$ cat config.mk
export PLATFORM = sky130hd
export DESIGN_NAME = axi_fifo_burst_writer
export DESIGN_NICKNAME = d
export VERILOG_FILES = /design/src/rtl/axi_pkg.sv /design/src/rtl/axi_wr_skid_buf.sv /design/src/rtl/axi_fifo_burst_writer.sv
export SDC_FILE = /design/constraint.sdc
export NUM_CORES = 1
export LEC_CHECK = 0
export CAP_MARGIN = 25
export CORE_MARGIN = 2
export CORE_UTILIZATION = 41
export DETAILED_ROUTE_END_ITERATION = 10
export SLEW_MARGIN = 20
export SYNTH_ARGS = -nofsm -noshare
export SYNTH_HDL_FRONTEND = slang
export SYNTH_HIERARCHICAL = 1
export SYNTH_SLANG_ARGS = --single-unit
$ cat constraint.sdc
create_clock -name clk -period 10.8 [get_ports clk]
set_input_delay 2.7 -clock clk [delete_from_list [all_inputs] [get_ports clk]]
set_output_delay 2.7 -clock clk [all_outputs]
set_load 0.02 [all_outputs]
$ cat src/rtl/axi_pkg.sv
// Shared AXI constants and the burst-writer FSM state type.
package axi_pkg;

    localparam logic [1:0] AXI_BURST_INCR = 2'b01;
    localparam logic [1:0] AXI_RESP_OKAY  = 2'b00;

    // Bursts must not cross a 2**AXI_4K_BITS byte boundary
    localparam int unsigned AXI_4K_BITS = 12;

    typedef enum logic [2:0] {
        ST_IDLE,
        ST_AW,
        ST_W,
        ST_B,
        ST_FIN
    } wr_state_t;

endpackage

$ cat src/rtl/axi_wr_skid_buf.sv
// Two-entry holding buffer between the FIFO read port and the AXI W channel.
module axi_wr_skid_buf #(
    parameter int unsigned DATA_WIDTH = 32
) (
    input  logic                  clk,
    input  logic                  rst_n,
    input  logic                  flush,
    input  logic                  push,
    input  logic [DATA_WIDTH-1:0] push_data,
    input  logic                  pop,
    output logic [1:0]            count,
    output logic [DATA_WIDTH-1:0] head_data
);

    logic [DATA_WIDTH-1:0] mem [2];
    logic                  wr_ptr;
    logic                  rd_ptr;

    assign head_data = mem[rd_ptr];

    always_ff @(posedge clk or negedge rst_n) begin
        if (!rst_n) begin
            for (int unsigned i = 0; i < 2; i++) begin
                mem[i] <= '0;
            end
            wr_ptr <= 1'b0;
            rd_ptr <= 1'b0;
            count  <= '0;
        end else if (flush) begin
            wr_ptr <= 1'b0;
            rd_ptr <= 1'b0;
            count  <= '0;
        end else begin
            if (push) begin
                mem[wr_ptr] <= push_data;
                wr_ptr      <= ~wr_ptr;
            end
            if (pop) begin
                rd_ptr <= ~rd_ptr;
            end
            case ({push, pop})
                2'b10:   count <= count + 2'd1;
                2'b01:   count <= count - 2'd1;
                default: count <= count;
            endcase
        end
    end

endmodule

$ cat src/rtl/axi_fifo_burst_writer.sv
// Drains a FIFO into memory as AXI4 INCR write bursts, one burst outstanding.
// Optional performance counters: define AXI_FIFO_BURST_WRITER_PERF_EN.
module axi_fifo_burst_writer
    import axi_pkg::*;
#(
    parameter int unsigned ADDR_WIDTH = 32,
    parameter int unsigned DATA_WIDTH = 32,
    parameter int unsigned MAX_BURST  = 16,
    parameter int unsigned CNT_WIDTH  = 16
) (
    input  logic                    clk,
    input  logic                    rst_n,
    input  logic                    start,
    input  logic [ADDR_WIDTH-1:0]   base_addr,
    input  logic [CNT_WIDTH-1:0]    total_beats,
    output logic                    busy,
    output logic                    done,
    output logic                    error,
    output logic                    fifo_rd_en,
    input  logic [DATA_WIDTH-1:0]   fifo_rd_data,
    input  logic                    fifo_empty,
    output logic [ADDR_WIDTH-1:0]   m_awaddr,
    output logic [7:0]              m_awlen,
    output logic [2:0]              m_awsize,
    output logic [1:0]              m_awburst,
    output logic                    m_awvalid,
    input  logic                    m_awready,
    output logic [DATA_WIDTH-1:0]   m_wdata,
    output logic [DATA_WIDTH/8-1:0] m_wstrb,
    output logic                    m_wlast,
    output logic                    m_wvalid,
    input  logic                    m_wready,
    input  logic [1:0]              m_bresp,
    input  logic                    m_bvalid,
    output logic                    m_bready
`ifdef AXI_FIFO_BURST_WRITER_PERF_EN
    ,
    output logic [31:0]             stall_cycles,
    output logic [15:0]             burst_count
`endif
);

    localparam int unsigned BYTES     = DATA_WIDTH / 8;
    localparam int unsigned SIZE_LOG2 = $clog2(BYTES);
    localparam int unsigned BW        = AXI_4K_BITS + 1;

    wr_state_t             state, state_next;
    logic                  busy_q;
    logic                  error_q;
    logic                  inflight_q;
    logic [ADDR_WIDTH-1:0] addr_q;
    logic [CNT_WIDTH-1:0]  remaining_q;
    logic [CNT_WIDTH-1:0]  job_total_q;
    logic [CNT_WIDTH-1:0]  popped_q;
    logic [8:0]            beat_q;

    logic [8:0]            burst_len;
    logic [BW-1:0]         to_bnd;
    logic [BW-1:0]         bnd_beats;
    logic [CNT_WIDTH-1:0]  remaining_after;
    logic [1:0]            buf_count;
    logic [DATA_WIDTH-1:0] buf_data;
    logic                  start_accept;
    logic                  aw_fire;
    logic                  w_fire;
    logic                  b_fire;
    logic                  b_err;

    // Length is a pure function of addr_q/remaining_q, which only move on B,
    // so it stays stable through AW, W and B without its own register.
    always_comb begin
        to_bnd    = BW'(1 << AXI_4K_BITS) - {1'b0, addr_q[AXI_4K_BITS-1:0]};
        bnd_beats = to_bnd >> SIZE_LOG2;
        burst_len = 9'(MAX_BURST);
        if (32'(remaining_q) < 32'(burst_len)) begin
            burst_len = 9'(remaining_q);
        end
        if (32'(bnd_beats) < 32'(burst_len)) begin
            burst_len = 9'(bnd_beats);
        end
    end

    assign remaining_after = remaining_q - CNT_WIDTH'(burst_len);
    assign start_accept    = (state == ST_IDLE) && !busy_q && start;
    assign aw_fire         = m_awvalid && m_awready;
    assign w_fire          = m_wvalid && m_wready;
    assign b_fire          = m_bvalid && m_bready;
    assign b_err           = (m_bresp != AXI_RESP_OKAY);

    assign busy      = busy_q;
    assign done      = (state == ST_FIN);
    assign error     = error_q;
    assign m_awaddr  = (state == ST_AW) ? addr_q : '0;
    assign m_awlen   = (state == ST_AW) ? 8'(burst_len - 9'd1) : '0;
    assign m_awsize  = 3'(SIZE_LOG2);
    assign m_awburst = AXI_BURST_INCR;
    assign m_awvalid = (state == ST_AW);
    assign m_wdata   = buf_data;
    assign m_wstrb   = '1;
    assign m_wvalid  = (state == ST_W) && (buf_count != 2'd0);
    assign m_wlast   = (state == ST_W) && (beat_q == burst_len - 9'd1);
    assign m_bready  = (state == ST_B);

    // A beat leaving the buffer this cycle frees a slot, which is what lets
    // the fetch path keep up at one word per clock.
    assign fifo_rd_en = busy_q && !fifo_empty && (popped_q < job_total_q) &&
                        ({1'b0, buf_count} + {2'b0, inflight_q} < 3'd2 + {2'b0, w_fire});

    always_comb begin
        state_next = state;
        case (state)
            ST_IDLE: begin
                if (busy_q) begin
                    state_next = (job_total_q == '0) ? ST_FIN : ST_AW;
                end
            end
            ST_AW: begin
                if (aw_fire) begin
                    state_next = ST_W;
                end
            end
            ST_W: begin
                if (w_fire && m_wlast) begin
                    state_next = ST_B;
                end
            end
            ST_B: begin
                if (b_fire) begin
                    if ((remaining_after != '0) && !b_err && !error_q) begin
                        state_next = ST_AW;
                    end else begin
                        state_next = ST_FIN;
                    end
                end
            end
            ST_FIN:  state_next = ST_IDLE;
            default: state_next = ST_IDLE;
        endcase
    end

    always_ff @(posedge clk or negedge rst_n) begin
        if (!rst_n) begin
            state <= ST_IDLE;
        end else begin
            state <= state_next;
        end
    end

    always_ff @(posedge clk or negedge rst_n) begin
        if (!rst_n) begin
            busy_q      <= 1'b0;
            error_q     <= 1'b0;
            inflight_q  <= 1'b0;
            addr_q      <= '0;
            remaining_q <= '0;
            job_total_q <= '0;
            popped_q    <= '0;
            beat_q      <= '0;
        end else begin
            inflight_q <= fifo_rd_en;
            if (start_accept) begin
                busy_q      <= 1'b1;
                error_q     <= 1'b0;
                addr_q      <= base_addr;
                remaining_q <= total_beats;
                job_total_q <= total_beats;
                popped_q    <= '0;
            end
            if (fifo_rd_en) begin
                popped_q <= popped_q + 1'b1;
            end
            if (aw_fire) begin
                beat_q <= '0;
            end else if (w_fire) begin
                beat_q <= beat_q + 9'd1;
            end
            if (b_fire) begin
                if (b_err) begin
                    error_q <= 1'b1;
                end
                addr_q      <= addr_q + (ADDR_WIDTH'(burst_len) << SIZE_LOG2);
                remaining_q <= remaining_after;
            end
            if (state_next == ST_FIN) begin
                busy_q <= 1'b0;
            end
        end
    end

    axi_wr_skid_buf #(
        .DATA_WIDTH (DATA_WIDTH)
    ) u_skid (
        .clk       (clk),
        .rst_n     (rst_n),
        .flush     (start_accept),
        .push      (inflight_q),
        .push_data (fifo_rd_data),
        .pop       (w_fire),
        .count     (buf_count),
        .head_data (buf_data)
    );

`ifdef AXI_FIFO_BURST_WRITER_PERF_EN
    always_ff @(posedge clk or negedge rst_n) begin
        if (!rst_n) begin
            stall_cycles <= '0;
            burst_count  <= '0;
        end else if (start_accept) begin
            stall_cycles <= '0;
            burst_count  <= '0;
        end else begin
            if ((state == ST_W) && !m_wvalid && (stall_cycles != '1)) begin
                stall_cycles <= stall_cycles + 32'd1;
            end
            if (b_fire && (burst_count != '1)) begin
                burst_count <= burst_count + 16'd1;
            end
        end
    end
`endif

endmodule

# [Word-level counts from Yosys, hierarchy flattened]
# Cells that the tools add are included.
[word_totals] ff_bits=163 out_inout_bits=89 word_cells=111
[op_classes] add_sub_neg=10 n_lt_le_gt_ge=7 eq_ne=8 muxes=36 bitwise=5 reduce_logical=31
[op_table] operator="$mux 32" count=7
[op_table] operator="$bwmux 64" count=1
[op_table] operator="$mux 16" count=4
[op_table] operator="$mux 9" count=4
[op_table] operator="$add 32x11->32" count=1
[op_table] operator="$demux 32 s1" count=1
[op_table] operator="$mux 3" count=6
[op_table] operator="$add 16x1->16 const B" count=1
[op_table] operator="$logic_not 16->1" count=1
[op_table] operator="$lt 16x16->1" count=1
[op_table] operator="$lt 16x5->1 const B" count=1
[op_table] operator="$reduce_bool 16->1" count=1
[op_table] operator="$reduce_bool 2->1" count=8
[op_table] operator="$sub 16x9->16" count=1
[op_table] operator="$logic_and 1x1->1" count=14
[op_table] operator="$sub 13x12->13 const A" count=1
[op_table] operator="$pmux 3 s4" count=1
[op_table] operator="$lt 11x9->1" count=1
[op_table] operator="$add 9x1->9 const B" count=1
[op_table] operator="$eq 9x9->1" count=1
[op_table] operator="$mux 1" count=9
[op_table] operator="$sub 9x1->9 const B" count=1
[op_table] operator="$mux 8" count=1
[op_table] operator="$eq 3x2->1 const B" count=2
[op_table] operator="other kinds (19)" count=27

# [Longest topological paths before layout]
[logic_depth] ltp_word=13 ltp_mapped=29 depth_no_buf=24

# [By module]
# The synthesis kept the hierarchy.
[modules_own_cells] module="axi_fifo_burst_writer" instances=1 cells_each=903 area_per_inst_um2=7500.9 seq_area_each_um2=2377.3
[modules_own_cells] module="axi_wr_skid_buf" instances=1 cells_each=189 area_per_inst_um2=2971.6 seq_area_each_um2=1701.6

# [Least setup slack after synthesis]
# No wires, ideal clock.
[synth_timing] path_kind="register -> output" startpoint="register addr_q[0]" endpoint="output m_wlast" arrival_time_ns=5.311 required_time_ns=8.100 path_slack_ns=2.789 path_stages_with_launch=22 path_buffers=4 cell_sequence="dfrtp_1 > or4_1 > clkbuf_2 > or4_4 > xor2_1 > ha_1 > and4_1 > o2111ai_1 > a31o_4 > buf_6 > buf_6 > nand3_1 > buf_2 > nand2_1 > o22ai_1 > inv_1 > ha_1 > inv_1 > and4bb_2 > or3_1 > a211o_1 > nor4_2"
[synth_via] elab_chain_cells=6
[synth_rtl] element="start: declaration" line="axi_fifo_burst_writer.sv:51" text="logic [ADDR_WIDTH-1:0] addr_q;"
[synth_rtl] element="start signal: assignment" line="axi_fifo_burst_writer.sv:164" text="addr_q <= base_addr;"
[synth_rtl] element="start signal: assignment" line="axi_fifo_burst_writer.sv:181" text="addr_q <= addr_q + (ADDR_WIDTH'(burst_len) << SIZE_LOG2);"
[synth_rtl] element="$sub 13x12->13 (*)" line="axi_fifo_burst_writer.sv:72" text="to_bnd = BW'(1 << AXI_4K_BITS) - {1'b0, addr_q[AXI_4K_BITS-1:0]};"
[synth_rtl] element="$lt 11x9->1" line="axi_fifo_burst_writer.sv:78" text="if (32'(bnd_beats) < 32'(burst_len)) begin"
[synth_rtl] element="$mux 9 (*)" line="axi_fifo_burst_writer.sv:78"
[synth_rtl] element="$sub 9x1->9 (*)" line="axi_fifo_burst_writer.sv:101" text="assign m_wlast = (state == ST_W) && (beat_q == burst_len - 9'd1);"
[synth_rtl] element="$eq 9x9->1 (*)" line="axi_fifo_burst_writer.sv:101"
[synth_rtl] element="$logic_and 1x1->1 (*)" line="axi_fifo_burst_writer.sv:101"
[synth_rtl] element="end: declaration" line="axi_fifo_burst_writer.sv:30" text="output logic m_wlast,"
# Mark *: on every way between the ends. The rest lies on a longest branch, timed or not.

# [Worst setup path in the final report]
# Ends and elaborated chain as after synthesis.

==> results.py <==
metrics = {
    "finish": {
        "final_util_pct": 51.6,
        "area_delta_synth_final_pct": 23.6,
        "fill_cells": 2317,
        "final_common_cell": "clkdlybuf4s50_1",
        "seqCellArea_um2": 4080,
        "multi_input_area_um2": 5860,
        "drive_above_1_share_pct": 13.2,
        "final_cell_area_um2": 12900,
        "antenna_cells": 0,
        "mostFrequentLayoutCells": "167 x clkdlybuf4s50_1, 163 x dfrtp_1, 108 x nand2_1",
        "nNetsFinal": 1360,
    },
    "grt": {
        "grt_pass1_wl_um": 47300,
        "top_usage_layer": "met2",
        "antenna_found_initial": 1,
        "grt_pass1_vias": 8634,
        "overflow": 0,
        "grt_use_met2_pct": 34.1,
        "grt_use_total_pct": 22.4,
        "globalRouteMet3Util_pct": 4.44,
        "use_met1_pct": 32.9,
        "grt_max_degree": 90,
    },
    "worst_hold_path": {
        "hold_start": "u_skid/mem[43]$_DFFE_PN0P_",
        "worstHoldPathType": "flop to flop",
        "min_to": "u_skid/mem[43]$_DFFE_PN0P_",
        "hold-path-cell-count": 1,
    },
    "floorplan": {
        "core_um2": 25100,
        "die_area_um2": 26800,
        "die_w_um": 164,
        "io_pins": 178,
        "start_util_pct": 41.7,
        "die_h_um": 164,
        "rows": 58,
    },
    "setup_path": {
        "critPathMaxFanout": 17,
        "endpoint_kind": "output port",
        "worstSetupStartpointType": "flop",
        "critPathTopFamily": "simple AND/OR/NAND/NOR gates",
        "cp_slowest_cell": "or4_1",
        "crit_buf_inv": 3,
        "reg2regPathDepth": 22,
        "critPathRequiredTime_ns": 8.10,
        "crit_chain": "or4_1 -> or4_4 -> xor2_1 -> ha_1 -> o21ai_0 -> nand2_1 -> nand2_1 -> nand3_1 -> o22ai_1 -> inv_1 -> ha_1 -> inv_1 -> and4bb_2 -> or3_1 -> a211o_1 -> nor4_2 -> clkdlybuf4s50_1",
        "worst_path_largest_cell_delay_ns": 0.70,
        "cp-startpoint": "addr_q[0]$_DFFE_PN0P_",
        "r2r_slack_ns": 3.73,
        "critical_path_class": "flop to output port",
        "crit_arrival_ns": 6.85,
        "crit-reg2reg-launch": "addr_q[0]$_DFFE_PN0P_",
        "rr_endpoint": "addr_q[22]$_DFFE_PN0P_",
    },
    "clocking": {
        "clk_pin_slew_worst_paths_ns": 0.07,
        "cts_buffers": 17,
        "post_cts_buffers": 0,
        "cts_tree": "done",
        "cts_sinks": 163,
        "h-tree-depth": 4,
        "cts-resized-gates": 0,
        "cts_hold_buf": 0,
        "cts_buffer_depth": 2,
        "clock_latency_ns": 0.44,
        "clk_root_buffer_cell": "clkbuf_16",
    },
    "yosys": {
        "synth_seq_cells": 163,
        "synth_edf_count": 0,
        "synth_top_cell_area_share_pct": 38.9,
        "yosys_warnings": 6,
        "synth-main-ff-cell": "dfrtp_1",
        "ys_seq_area_share_pct": 38.9,
        "async_flop_share_pct": 100,
        "yosysTopAreaCell": "dfrtp_1",
        "synth_cell_types": 84,
        "avgSynthCellArea_um2": 9.59,
        "syn_inst": 1092,
        "synth_area_leaders": "dfrtp_1 39%, mux2_2 9.9%, ha_1 4.8%",
        "syn_area_um2": 10500,
    },
    "status": {
        "status": "finished, final reports clean",
    },
    "placement": {
        "port_buffers": 168,
        "gp_congestion": 0.910,
        "dpl_cell_area_um2": 12300,
        "hpwl_um": 21200,
    },
    "power": {
        "leakage_uw": 0.00546,
        "powerDensity_nw_per_um2": 305,
        "ir_worst_vdd_uv": 133,
    },
    "timing": {
        "setup-tns-final_ns": 0,
        "period_needed_ns": 9.55,
        "max_freq_ghz": 0.105,
        "rsz0062_at_grt": "no",
        "maxSlewViolCount": 0,
        "setup_viol": 0,
        "period_share_pct": 88.4,
        "whs_ns": 0.487,
        "hold_viol": 0,
        "slew_headroom_pct": 31.1,
        "finClkSkew_ns": 0.0168,
        "worstMarginPinSlew_ns": 1.03,
    },
    "routing": {
        "ant_nets": 0,
        "dr.pass1.iters": 6,
        "drt_wl_total_um": 29400,
        "avgRoutedWirePerCell_um": 18.7,
        "avgViaCountPerCell": 5.64,
        "drc": 0,
        "dr.first_iter.drc_count": 648,
        "num_vias": 8871,
    },
    "job": {
        "cap_violations": 0,
    },
}
## power breakdown
| part | internal [uW] | leakage (uW) | switching, uW |
|---|---|---|---|
| combinational | 1010 | 0.00314 | 1190 |
| sequential | 878 | 0.00202 | 246 |
| clock | 317 | 0.000300 | 308 |
| total | 2200 | 0.00546 | 1750 |
## through the flow
| stage | setup WS (ns) | std cells | total power (uW) |
|---|---|---|---|
| 4_1_cts | 1.33 | 1573 | 3970 |
| 6_report | 1.25 | 1573 | 3950 |
| 3_3_place_gp | 1.93 | 1541 | 3310 |
| 3_5_place_dp | 1.84 | 1541 | 3330 |
| 2_1_floorplan | 2.79 | 1103 | 2610 |
| 5_1_grt | 0.973 | 1573 | 4240 |
## synth_stat cells, types with 8 or more instances
| library cell | n |
|---|---|
| mux2_2 | 92 |
| nor2_1 | 62 |
| xnor2_1 | 33 |
| clkbuf_1 | 36 |
| dfrtp_1 | 163 |
| xor2_1 | 19 |
| nand2_1 | 108 |
| a41oi_1 | 8 |
| nor4_1 | 11 |
| o21ai_0 | 54 |
| a221o_1 | 29 |
| inv_1 | 52 |
| a21o_1 | 9 |
| o311ai_0 | 11 |
| nand4_1 | 14 |
| nand3_1 | 32 |
| a21oi_1 | 32 |
| and3_1 | 20 |
| and2_1 | 39 |
| or3_1 | 12 |
| nor3_1 | 18 |
| o211ai_1 | 15 |
| buf_4 | 13 |
| ha_1 | 40 |
| a31oi_1 | 14 |
## cell families (layout without fill, tap and decap cells)
kind of cell | count (synthesis) | in the layout | synth area share [%]
fa+ha+maj | 45 | 45 | 5.38
xor+xnor | 53 | 53 | 4.50
buf+inv | 124 | 264 | 5.52
other cells | 2 | 13 | 0.0717
compound gates | 244 | 244 | 17.1
mux | 102 | 102 | 10.9
simple gates | 359 | 359 | 17.6
flops | 163 | 163 | 38.9
## how the worst max path moves through the flow
stage / to / slack [ns] / depth (start not counted)
after global routing: m_wlast / 0.97 / 18
final: m_wlast / 1.25 / 17
after global placement: m_wlast / 1.93 / 18
after detailed placement: m_wlast / 1.84 / 19
after CTS: m_wlast / 1.33 / 19
after floorplan: m_wlast / 2.79 / 21
## area by class of cell
type,count,share of cell area (%)
Timing Repair Buffer,177,13.5
Multi-Input combinational cell,816,45.3
Inverter,55,1.65
Tap cell,330,3.19
Clock buffer,17,3.29
Sequential cell,163,31.5
Clock inverter,15,1.54
## metal layers
| layer | up-vias | wire [um] |
|---|---|---|
| met2 | 295 | 13000 |
| met4 | 2 | 461 |
| met1 | 4277 | 14300 |
| li1 | 4258 | - |
| met5 | - | 13 |
| met3 | 39 | 1740 |
## sequential cells by signal, indices dropped and copies added (netlist names)
| register | count |
|---|---|
| addr_q | 32 |
| job_total_q | 16 |
| remaining_q | 16 |
| state | 3 |
| u_skid/mem | 64 |
| u_skid/rd_ptr | 1 |
| busy | 1 |
| popped_q | 16 |
| beat_q | 9 |
| error | 1 |
| u_skid/wr_ptr | 1 |
| u_skid/count | 2 |
| inflight_q | 1 |
Note: power is estimated with default switching activity, not from simulation.
